**src/rtl/act_interp_pkg.sv**
```systemverilog
// +--------------------------------------------------------------------+
// | act_interp_pkg : shared widths and stage payloads for act_interp    |
// | Rev 1.0                                                             |
// +--------------------------------------------------------------------+
`default_nettype none

package act_interp_pkg;

  localparam int DEF_DATA_W  = 8;
  localparam int DEF_ADDR_W  = 4;
  localparam int REM_W       = DEF_DATA_W - DEF_ADDR_W;
  localparam int TABLE_DEPTH = (1 << DEF_ADDR_W) + 1;
  localparam int PROD_W      = DEF_DATA_W + 1 + REM_W;

  typedef struct packed {
    logic signed [DEF_DATA_W-1:0] base;
    logic signed [DEF_DATA_W-1:0] nxt;
    logic        [REM_W-1:0]      rem;
    logic                         bypass;
    logic signed [DEF_DATA_W-1:0] x;
  } s1_payload_t;

  typedef struct packed {
    logic signed [PROD_W-1:0]     prod;
    logic signed [DEF_DATA_W-1:0] base;
    logic                         bypass;
    logic signed [DEF_DATA_W-1:0] x;
  } s2_payload_t;

endpackage

`default_nettype wire

```
**src/rtl/act_interp_table.sv**
```systemverilog
// +--------------------------------------------------------------------+
// | act_interp_table : sample register file, 1 write / 2 comb reads     |
// | Rev 1.0                                                             |
// +--------------------------------------------------------------------+
`default_nettype none

module act_interp_table #(
  parameter int DATA_W = 8,
  parameter int ADDR_W = 4
) (
  input  logic              clk,
  input  logic              i_we,
  input  logic [ADDR_W:0]   i_waddr,
  input  logic [DATA_W-1:0] i_wdata,
  input  logic [ADDR_W:0]   i_raddr0,
  input  logic [ADDR_W:0]   i_raddr1,
  output logic [DATA_W-1:0] o_rdata0,
  output logic [DATA_W-1:0] o_rdata1
);

  localparam int c_DEPTH = (1 << ADDR_W) + 1;

  logic [DATA_W-1:0] r_mem [c_DEPTH];

  // Contents deliberately survive reset; software reloads after power-up.
  always_ff @(posedge clk) begin
    if (i_we && (i_waddr < (ADDR_W+1)'(c_DEPTH))) begin
      r_mem[i_waddr] <= i_wdata;
    end
  end

  assign o_rdata0 = r_mem[i_raddr0];
  assign o_rdata1 = r_mem[i_raddr1];

endmodule

`default_nettype wire

```
**src/rtl/act_interp_pipe.sv**
```systemverilog
// +--------------------------------------------------------------------+
// | act_interp_pipe : 3-stage stallable table-interpolating activation  |
// | Rev 1.0                                                             |
// +--------------------------------------------------------------------+
`default_nettype none

module act_interp_pipe
  import act_interp_pkg::*;
#(
  parameter int DATA_W = DEF_DATA_W,
  parameter int ADDR_W = DEF_ADDR_W
) (
  input  logic              clk,
  input  logic              rst,
  input  logic              in_valid,
  output logic              in_ready,
  input  logic [DATA_W-1:0] in_data,
  input  logic              in_bypass,
  output logic              out_valid,
  input  logic              out_ready,
  output logic [DATA_W-1:0] out_data,
  input  logic              lut_we,
  input  logic [ADDR_W:0]   lut_addr,
  input  logic [DATA_W-1:0] lut_wdata
);

  localparam int c_REM_W  = DATA_W - ADDR_W;
  localparam int c_PROD_W = DATA_W + 1 + c_REM_W;

  logic                       w_advance;
  logic [DATA_W-1:0]          w_u;
  logic [ADDR_W-1:0]          w_idx;
  logic [c_REM_W-1:0]         w_rem;
  logic [ADDR_W:0]            w_raddr0;
  logic [ADDR_W:0]            w_raddr1;
  logic [DATA_W-1:0]          w_base;
  logic [DATA_W-1:0]          w_next;
  logic signed [DATA_W:0]     w_diff;
  logic signed [c_PROD_W-1:0] w_prod;
  logic signed [c_PROD_W-1:0] w_shift;
  logic signed [c_PROD_W-1:0] w_sum;
  logic [DATA_W-1:0]          w_result;

  s1_payload_t       r_s1;
  s2_payload_t       r_s2;
  logic              r_s1_valid;
  logic              r_s2_valid;
  logic              r_out_valid;
  logic [DATA_W-1:0] r_out_data;

  assign w_advance = ~r_out_valid | out_ready;
  assign in_ready  = w_advance | rst;
  assign out_valid = r_out_valid;
  assign out_data  = r_out_data;

  // Adding 2^(DATA_W-1) to a two's-complement value is just an MSB flip.
  assign w_u      = {~in_data[DATA_W-1], in_data[DATA_W-2:0]};
  assign w_idx    = w_u[DATA_W-1:c_REM_W];
  assign w_rem    = w_u[c_REM_W-1:0];
  assign w_raddr0 = {1'b0, w_idx};
  assign w_raddr1 = w_raddr0 + {{ADDR_W{1'b0}}, 1'b1};

  act_interp_table #(
    .DATA_W (DATA_W),
    .ADDR_W (ADDR_W)
  ) u_table (
    .clk      (clk),
    .i_we     (lut_we),
    .i_waddr  (lut_addr),
    .i_wdata  (lut_wdata),
    .i_raddr0 (w_raddr0),
    .i_raddr1 (w_raddr1),
    .o_rdata0 (w_base),
    .o_rdata1 (w_next)
  );

  assign w_diff   = {r_s1.nxt[DATA_W-1], r_s1.nxt} - {r_s1.base[DATA_W-1], r_s1.base};
  assign w_prod   = c_PROD_W'(w_diff) * $signed({{(c_PROD_W-c_REM_W){1'b0}}, r_s1.rem});
  assign w_shift  = $signed(r_s2.prod) >>> c_REM_W;
  assign w_sum    = c_PROD_W'($signed(r_s2.base)) + w_shift;
  assign w_result = r_s2.bypass ? r_s2.x : w_sum[DATA_W-1:0];

  always_ff @(posedge clk) begin
    if (rst) begin
      r_s1_valid  <= 1'b0;
      r_s2_valid  <= 1'b0;
      r_out_valid <= 1'b0;
      r_out_data  <= '0;
    end else if (w_advance) begin
      r_s1_valid  <= in_valid;
      r_s2_valid  <= r_s1_valid;
      r_out_valid <= r_s2_valid;
      r_out_data  <= w_result;
    end
  end

  always_ff @(posedge clk) begin
    if (w_advance) begin
      r_s1.base   <= w_base;
      r_s1.nxt    <= w_next;
      r_s1.rem    <= w_rem;
      r_s1.bypass <= in_bypass;
      r_s1.x      <= in_data;
      r_s2.prod   <= w_prod;
      r_s2.base   <= r_s1.base;
      r_s2.bypass <= r_s1.bypass;
      r_s2.x      <= r_s1.x;
    end
  end

endmodule

`default_nettype wire
```
**config.mk**
```make
export PLATFORM = sky130hd
export DESIGN_NAME = act_interp_pipe
export DESIGN_NICKNAME = d
export VERILOG_FILES = /design/src/rtl/act_interp_pkg.sv /design/src/rtl/act_interp_table.sv /design/src/rtl/act_interp_pipe.sv
export SDC_FILE = /design/constraint.sdc
export NUM_CORES = 1
export LEC_CHECK = 0
export BUFFER_PORTS_ARGS = -buffer_cell sky130_fd_sc_hd__buf_2
export CORE_MARGIN = 2
export CORE_UTILIZATION = 40
export DETAILED_ROUTE_END_ITERATION = 10
export SKIP_CTS_REPAIR_TIMING = 1
export SYNTH_ARGS = -nofsm -noshare
export SYNTH_HDL_FRONTEND = slang
export SYNTH_SLANG_ARGS = --single-unit
```
**constraint.sdc**
```tcl
create_clock -name clk -period 12.8 [get_ports clk]
set_input_delay 1.28 -clock clk [delete_from_list [all_inputs] [get_ports clk]]
set_output_delay 1.28 -clock clk [all_outputs]
set_load 0.03 [all_outputs]
```
# Word level (Yosys, flattened, before mapping)
# Memories as Yosys holds them, arrays and structs flattened. A register that Yosys moved wholly into a read port is not among the register bits.
# Cells that the tools add are included.
# totals
ff_bits	53
mem_count	1
ramBits	136
wordCells	25
output_inout_bits	10
in_bits	27
# op_classes
addsub	3
n_lt_le_gt_ge	1
n_bitwise	4
reduce_logical	1
n_mul	1
muxes	3
# memory_table
name	depth	word_bits	rd	rd_clocked_by_memory_dff	write_ports	line_no	source
u_table.r_mem	17	8	2	2	1	act_interp_table.sv:23	logic [DATA_W-1:0] r_mem [c_DEPTH];
# ops
cell	n
$mul 9x5->12	1
$sub 8x8->9	1
$add 8x8->8	1
$mux 8	1
$add 4x1->5 const B	1
$lt 5x5->1 const B	1
$mux 1	2
$not 1->1	2
$or 1x1->1	2
$logic_and 1x1->1	1

# Depth between registers and ports, before layout
# Gate-level depths: netlist of the first run.
# depth
depth_word	4
mapped_depth	20
mapped_depth_nobuf	20

# Cells and area by module
# Synthesis of the first run repeated with hierarchy kept, for this count alone.
# hier_totals
cells_unflattened	657
area_unflattened_um2	10213.5
# by_module_without_submodules
mod	area_each_um2	cells_each	n_inst	seq_area_each_um2
act_interp_table	6444.9	326	1	4083.9
act_interp_pipe	3768.6	331	1	1721.7

# Worst setup path after synthesis of the first run
# No wires, ideal clock.
# synth_path
kind	reg2reg
startpoint	register, netlist name r_s1[22]
endpoint	register r_s2[28] in the netlist's numbering, data pin
setup_ns	0.271
t_required_ns	12.529
arrival_time_ns	4.382
synth_period_minus_slack_ns	4.653
n_path_buf	0
setup_slack_ns	8.147
path_stages_with_launch	19
cell_sequence	edfxtp_1 -> inv_1 -> ha_1 -> nor2b_1 -> o21ai_0 -> a21boi_0 -> o21a_1 -> or3_1 -> and3_1 -> ha_1 -> inv_1 -> fa_1 -> fa_1 -> inv_1 -> ha_1 -> nor4b_2 -> nor3_1 -> a2111oi_0 -> xnor2_1
# synth_between
elab_chain_cells	2
# synth_lines
element	line_no	source
$sub 8x8->9	act_interp_pipe.sv:77	assign w_diff = {r_s1.nxt[DATA_W-1], r_s1.nxt} - {r_s1.base[DATA_W-1], r_s1.base};
$mul 9x5->12	act_interp_pipe.sv:78	assign w_prod = c_PROD_W'(w_diff) * $signed({{(c_PROD_W-c_REM_W){1'b0}}, r_s1.rem});
net w_prod[11]	act_interp_pipe.sv:39	logic signed [c_PROD_W-1:0] w_prod;
end: declaration	act_interp_pipe.sv:45	s2_payload_t r_s2;
# The timed path passes the listed nets, and every way through them passes these cells.
# A chain may end at the register's enable or synchronous reset.

# Final worst setup path of the first run
# layout_path
startpoint	register, netlist name r_s1[22]
endpoint	register r_s2[28] in the netlist's numbering, data pin
# layout_between
elab_chain_cells	2
# layout_lines
element	line_no
$sub 8x8->9	act_interp_pipe.sv:77
$mul 9x5->12	act_interp_pipe.sv:78
net w_prod[11]	act_interp_pipe.sv:39
# The timed path passes the listed nets, and every way through them passes these cells.

==> results of run 1 <==
==> where the power goes <==
group	leakage, uW	switching, uW	internal (uW)
clock	0.000294	270	265
sequential	0.00184	21.2	774
combinational	0.00190	362	290
total	0.00404	653	1330
==> path summary, 6_finish.rpt <==
kind,from,endpoint,slack [ps]
max,r_s1[22]$_DFFE_PP_,r_s2[28]$_DFFE_PP_,7790
min,r_s1[8]$_DFFE_PP_,r_s2[8]$_DFFE_PP_,430
max reg2reg,r_s1[22]$_DFFE_PP_,r_s2[28]$_DFFE_PP_,7790
min reg2reg,r_s1[8]$_DFFE_PP_,r_s2[8]$_DFFE_PP_,430
==> metrics by stage <==
stage	std cells	instance area [um2]
after global placement	968	10600
after CTS	1000	11200
after floorplan	619	10100
after global routing	1000	11200
final	1000	11200
after detailed placement	968	10600
==> area by class of cell <==
cell class / instances / area (um2) / share of cell area (%)
sequential: 197 / 5810 / 51.9
multi-input combinational: 346 / 3950 / 35.3
clock buffer: 17 / 425 / 3.80
tap: 330 / 413 / 3.69
timing repair buffer: 44 / 243 / 2.17
inverter: 51 / 191 / 1.71
clock inverter: 15 / 166 / 1.49
==> placed cells by master, fill, tap and decap left out, types with 12 or more instances in the layout <==
cell type,n
ha_1,35
buf_2,35
and2_1,14
fa_1,17
edfxtp_1,186
xnor2_1,13
mux4_2,68
inv_1,50
nand2_1,31
mux4_1,12
nor2_1,41
clkbuf_16,17
==> per-layer routing <==
metal	up-vias	global-route usage [%]	part of all wire, %
met5	-	0	0.10
met4	4	4.95	1.9
met3	33	4.24	4.8
met2	141	28.1	51
met1	2851	20.9	42
li1	2481	-	-
==> cell usage after synthesis (4+ instances only) <==
library cell	instances
buf_2	5
nand3_1	6
nor2b_1	10
nor3_1	8
o211ai_1	6
mux4_1	12
nand2b_1	6
and3_1	4
a21oi_1	10
mux4_2	68
o21ai_0	11
ha_1	35
nand2_1	31
clkbuf_8	4
xor2_1	7
fa_1	17
o21a_1	6
nor2_1	41
mux2_2	9
and2_1	14
clkbuf_1	12
xnor2_1	13
mux2i_1	4
inv_1	51
edfxtp_1	186
dfxtp_1	11
==> logic make-up after synthesis <==
group / count (synthesis)
fa+ha+maj: 52
compound gates: 51
flops: 197
buf+inv: 76
mux: 93
xor+xnor: 20
simple gates: 130
==> state kept, by name, summed over array words and instances, names as in the netlist <==
| signal | flops |
|---|---|
| u_table.r_mem | 136 |
| r_s1 | 25 |
| r_s2 | 25 |
| out_data | 8 |
| out_valid | 1 |
| r_s1_valid | 1 |
| r_s2_valid | 1 |
==> out/metrics.csv, run 1 <==
metric;value;unit
fin_util;44.7;%
critPathSlowestCell;fa_1;
synth_compound_area_share;3.59;%
syn_nets;698;
synthTopCellsByArea;edfxtp_1, mux4_2, ha_1, fa_1, mux4_1;
start_util;40.4;%
area_growth;10.6;%
synth_fa_ha_area_share;7.69;%
worst-path-stages;18;
startpoint_type;flip-flop;
async_flop_share;0;%
grt_pass1_wl;32400;um
pre_cts_ws;7800;ps
crit_family;adder cells;
num_io_pins;37;
numCtsBuffers;17;
gp_congestion;0.768;
cts.sinks;197;
drive_gt1_share;23.7;%
setup_slack;7790;ps
ant_nets;0;
finalCriticalPeriod;5010;ps
hpwl;13800;um
routedWlPerCell;20.7;um
cts_root_buf;clkbuf_16;
ir_drop;0.0854;mV
maxSlewHeadroom;17.2;%
status;completed;
synth_largest_area_cell;edfxtp_1;
cp_slowest_stage_delay;550;ps
dieArea;26600;um2
io_buffers;36;
wl;20700;um
seq_area_frac_synth;57.4;%
rr_worst_depth;18;
hold_ws;425;ps
whs_path_depth;0;
timing.final.crit_share;39.1;%
core;25000;um2
ys_warn_count;0;
grt_util_all_layers;16.5;%
fin_skew;17.4;ps
leakage;0.00404;uW
antenna_found_initial;2;
drt-vias-per-instance;5.51;
post-route-drc-count;0;
cp_cell_sequence;inv_1 > ha_1 > nor2b_1 > o21ai_0 > a21boi_0 > o21a_1 > or3_1 > and3_1 > ha_1 > inv_1 > fa_1 > fa_1 > inv_1 > ha_1 > nor4b_2 > nor3_1 > a2111oi_0 > xnor2_1;
fmax;200;MHz
synthXorXnorAreaFrac;1.73;%
setup_tns;0;ps
nFillCells;2193;
cts_buffer_depth;2;
crit_arrival;5180;ps
synth_seq_cells;197;
hold_path_class;reg -> reg;
rows;58;
slew_violations;0;
crit_buf_inv;3;
rsz0062_at_grt;false;
maxCapViolCount;0;
p_total;1980;uW
worstSetupPathType;reg -> reg;
path_max_fanout;4;
grt_max_degree;68;
nets;736;
dr.pass1.iters;5;
clk_pin_slew;70;ps
synth_area;10100;um2
yosysTopAreaCellShare;55.2;%
synth_top_family_by_area;multiplexers;
htreeDepth;4;
clk_latency;440;ps
diodes;0;
synth_edf_count;186;
die_w;163;um
synth_cell_types;50;
synth-simple-area-share;6.29;%
tritoncts;built;
power.density;177;nW/um2
synth_mux_area_share;19.7;%
hold_violations;0;
ys.flop_type;edfxtp_1;
tightest_slew;1240;ps
critical_path.endpoint_type;flip-flop;
num_vias;5510;
netlist_instances;619;
syn_area_per_cell;16.3;um2
grt_pass1_vias;5702;
setup-violations-final;0;
drtIter0Drc;468;
cp.required;12970;ps
grt_overflow_total;0;
die_h;163;um
Power figures use the tool's default switching activity.
==> run 2: changes to the inputs <==
==> constraint.sdc (replaced) <==
create_clock -name clk -period 4.5 [get_ports clk]
set_input_delay 0.45 -clock clk [delete_from_list [all_inputs] [get_ports clk]]
set_output_delay 0.45 -clock clk [all_outputs]
set_load 0.03 [all_outputs]
==> out/metrics.csv, run 2 (synthesized netlist as in run 1, its figures left out) <==
metric;value;unit
timing.final.crit_share;100;%
cts_root_buf;clkbuf_16;
dr.pass1.iters;6;
crit_family;adder cells;
crit_arrival;4690;ps
routedWlPerCell;21.0;um
nFillCells;2156;
fin_area;11500;um2
clk_latency;440;ps
multi_input_area;4110;um2
path_max_fanout;3;
grt_pass1_vias;5929;
grt_max_degree;44;
combPwrFrac;38.9;%
hold_violations;0;
nets;757;
cp.required;4690;ps
setup_slack;-1.92;ps
worst-path-stages;19;
post-route-drc-count;0;
cp_slowest_stage_delay;560;ps
whs_path_depth;1;
place_area;10700;um2
critPathSlowestCell;fa_1;
cp_common_cell;inv_1;
p_sw;2010;uW
ant_nets;0;
drtIter0Drc;503;
power.density;534;nW/um2
grt_util_all_layers;17.0;%
largest-register;u_table.r_mem;
intPower;4140;uW
fin_skew;13.7;ps
violations;setup timing;
largest_reg_flops;136;
hold_path_class;in -> reg;
cp_cell_sequence;inv_1 > ha_4 > buf_4 > nor2b_2 > o31a_1 > o21ai_0 > nand2b_1 > xor2_2 > and2_1 > ha_1 > fa_1 > inv_1 > fa_1 > inv_1 > ha_1 > inv_1 > o31ai_2 > a21oi_2 > xnor2_1;
crit_buf_inv;5;
htreeDepth;4;
die_w;163;um
hpwl;14700;um
dieArea;26600;um2
cts.sinks;197;
tightest_slew;1280;ps
core;25000;um2
rr_worst_depth;19;
final_common_cell;edfxtp_1;
drive_gt1_share;29.3;%
diodes;0;
numCtsBuffers;17;
wl;21400;um
worstSetupPathType;reg -> reg;
status;finished, violations left;
p_clk_share;24.3;%
drt-vias-per-instance;5.52;
pre_cts_ws;-212;ps
cts_buffer_depth;2;
slew_violations;0;
top_regs;u_table.r_mem x136, r_s1 x25, r_s2 x25;
grt_overflow_total;0;
leakage;0.00416;uW
rsz0062_at_grt;true;
clk_pin_slew;70;ps
finalCriticalPeriod;4500;ps
ir_drop;0.330;mV
setup-violations-final;1;
num_io_pins;37;
maxCapViolCount;0;
rows;58;
critical_path.endpoint_type;flip-flop;
num_vias;5628;
maxSlewHeadroom;14.7;%
regArea;5810;um2
start_util;40.4;%
area_growth;13.8;%
hold_ws;194;ps
p_total;6150;uW
startpoint_type;flip-flop;
antenna_found_initial;0;
layout_common_cells;edfxtp_1, mux4_2, inv_1;
fmax;222;MHz
seq_power_share;36.8;%
tritoncts;built;
fin_util;46.0;%
io_buffers;36;
die_h;163;um
grt_pass1_wl;33500;um
swShare;32.7;%
gp_congestion;0.827;
==> run 2: path summary, 6_finish.rpt <==
| kind | start | to | slack (ps) |
|---|---|---|---|
| max reg2reg | r_s1[23]$_DFFE_PP_ | r_s2[27]$_DFFE_PP_ | -2 |
| min reg2reg | r_s1[8]$_DFFE_PP_ | r_s2[8]$_DFFE_PP_ | 420 |
| min | in_bypass | r_s1[8]$_DFFE_PP_ | 190 |
| max | r_s1[23]$_DFFE_PP_ | r_s2[27]$_DFFE_PP_ | -2 |
==> run 2: power groups by stage <==
stage          clock [uW]  sequential, uW  combinational, uW
5_1_grt              1610            2280               2680
3_3_place_gp            0            2300               2110
3_5_place_dp            0            2310               2150
2_1_floorplan           0            2320               1440
6_report             1490            2270               2390
4_1_cts              1520            2270               2170
==> run 2: stage by stage <==
step | TNS, ps | cells
2_1_floorplan | 0 | 619
3_3_place_gp | -130 | 986
3_5_place_dp | -415 | 986
4_1_cts | -441 | 1017
5_1_grt | -587 | 1020
6_report | -1.92 | 1020
==> run 2: layout make-up <==
cell class / instances / area share, %
Clock buffer: 17 / 3.70
Clock inverter: 14 / 1.35
Inverter: 51 / 1.66
Multi-Input combinational cell: 346 / 35.7
Tap cell: 330 / 3.59
Sequential cell: 197 / 50.4
Timing Repair Buffer: 65 / 3.51
==> run 2: per-layer routing <==
metal  wire (um)  up-vias  track usage (%)
met2       11200      169             30.1
met4         257        0             4.18
met5           0        -                0
li1            -     2522                -
met3        1080       21             3.81
met1        8870     2916             21.3
==> run 3: changes to the inputs <==
--- a/config.mk
+++ b/config.mk
@@ -9,6 +9,7 @@
 export CORE_MARGIN = 2
 export CORE_UTILIZATION = 40
 export DETAILED_ROUTE_END_ITERATION = 10
+export REMOVE_ABC_BUFFERS = 1
 export SKIP_CTS_REPAIR_TIMING = 1
 export SYNTH_ARGS = -nofsm -noshare
 export SYNTH_HDL_FRONTEND = slang
==> constraint.sdc (replaced) <==
create_clock -name clk -period 4.5 [get_ports clk]
set_input_delay 1.125 -clock clk [delete_from_list [all_inputs] [get_ports clk]]
set_output_delay 1.125 -clock clk [all_outputs]
set_load 0.03 [all_outputs]
==> out/metrics.csv, run 3 (synthesized netlist as in run 1, its figures left out) <==
metric;value;unit
dr.pass1.iters;5;
cts_root_buf;clkbuf_16;
rows;58;
grt_overflow_total;0;
grt_pass1_wl;33000;um
numCtsBuffers;17;
clk_latency;440;ps
largest_reg_flops;136;
htreeDepth;4;
hold_path_class;reg -> reg;
grt_max_degree;48;
final_common_cell;edfxtp_1;
drive_gt1_share;35.4;%
io_buffers;36;
core;25000;um2
start_util;40.4;%
area_growth;17.1;%
hold_violations;0;
cts_buffer_depth;2;
cp_cell_sequence;ha_1 > nor2b_4 > o21ai_2 > a21boi_2 > o21a_1 > buf_6 > o41ai_4 > mux2i_1 > ha_1 > fa_1 > inv_2 > fa_1 > inv_2 > ha_4 > and3_4 > a2111oi_4 > xnor2_1;
status;completed;
fin_util;47.3;%
num_vias;5818;
power.density;547;nW/um2
cts.sinks;197;
tritoncts;built;
grt_pass1_vias;5890;
maxSlewHeadroom;23.0;%
wl;21700;um
layout_common_cells;edfxtp_1, mux4_2, buf_4;
routedWlPerCell;20.7;um
gp_congestion;0.789;
antenna_found_initial;1;
dieArea;26600;um2
startpoint_type;flip-flop;
fmax;227;MHz
setup_tns;0;ps
largest-register;u_table.r_mem;
timing.final.crit_share;97.9;%
num_io_pins;37;
setup-violations-final;0;
path_max_fanout;3;
crit_arrival;4570;ps
ir_drop;0.320;mV
cp_slowest_stage_delay;500;ps
ant_nets;0;
leakage;0.00431;uW
worstSetupPathType;reg -> reg;
drtIter0Drc;430;
crit_buf_inv;3;
die_w;163;um
die_h;163;um
finalCriticalPeriod;4400;ps
top_regs;u_table.r_mem x136, r_s1 x25, r_s2 x25;
maxCapViolCount;0;
nets;784;
fin_skew;19.8;ps
clk_pin_slew;80;ps
hpwl;14700;um
post-route-drc-count;0;
rsz0062_at_grt;true;
crit_family;adder cells;
tightest_slew;1150;ps
cp.required;4670;ps
drt-vias-per-instance;5.55;
grt_util_all_layers;16.8;%
critical_path.endpoint_type;flip-flop;
critPathSlowestCell;fa_1;
slew_violations;0;
-- run 3: cell count changes in the layout (fill, tap and decap cells not counted), sizes merged --
cell	delta
buf	+27
clkinv	+1
diode	+1
inv	-1
-- run 3: final timing paths --
| path | start | to | slack [ps] | cells after the start |
|---|---|---|---|---|
| setup / recovery | r_s1[14]$_DFFE_PP_ | r_s2[28]$_DFFE_PP_ | 100 | 17 |
| setup reg to reg | r_s1[14]$_DFFE_PP_ | r_s2[28]$_DFFE_PP_ | 100 | 17 |
| hold / removal | r_s1[7]$_DFFE_PP_ | r_s2[7]$_DFFE_PP_ | 420 | 0 |
| hold reg to reg | r_s1[7]$_DFFE_PP_ | r_s2[7]$_DFFE_PP_ | 420 | 0 |
-- run 3: metal layers --
| layer | up-vias | GRT usage, % | wire length [um] |
|---|---|---|---|
| li1 | 2579 | - | - |
| met3 | 37 | 3.07 | 1100 |
| met4 | 0 | 5.23 | 425 |
| met5 | - | 0 | 0 |
| met1 | 3005 | 22.0 | 9000 |
| met2 | 197 | 28.5 | 11200 |
-- run 3: where the power goes --
| part | internal, uW | leakage [uW] | switching (uW) | total, uW |
|---|---|---|---|---|
| sequential | 2200 | 0.00184 | 61.4 | 2260 |
| combinational | 1410 | 0.00218 | 1330 | 2740 |
| clock | 742 | 0.000282 | 739 | 1480 |
| total | 4360 | 0.00431 | 2130 | 6490 |
-- run 3: area by class of cell --
cell class	count	area, um2
multi-input combinational	346	4250
fill	2112	13200
inverter	51	191
clock inverter	14	158
timing repair buffer	92	611
clock buffer	17	425
antenna	1	2.50
tap	330	413
sequential	197	5810
-- run 3: per-stage QoR --
step | hold WS (ps) | power, uW | worst slack [ps] | instances | area (um2)
2_1_floorplan | 400 | 3710 | -153 | 594 | 9940
3_3_place_gp | 412 | 4460 | -210 | 1015 | 10900
3_5_place_dp | 415 | 4490 | -306 | 1015 | 10900
4_1_cts | 427 | 5980 | -333 | 1046 | 11500
5_1_grt | 422 | 6880 | -131 | 1047 | 11800
6_report | 420 | 6490 | 95.5 | 1048 | 11900
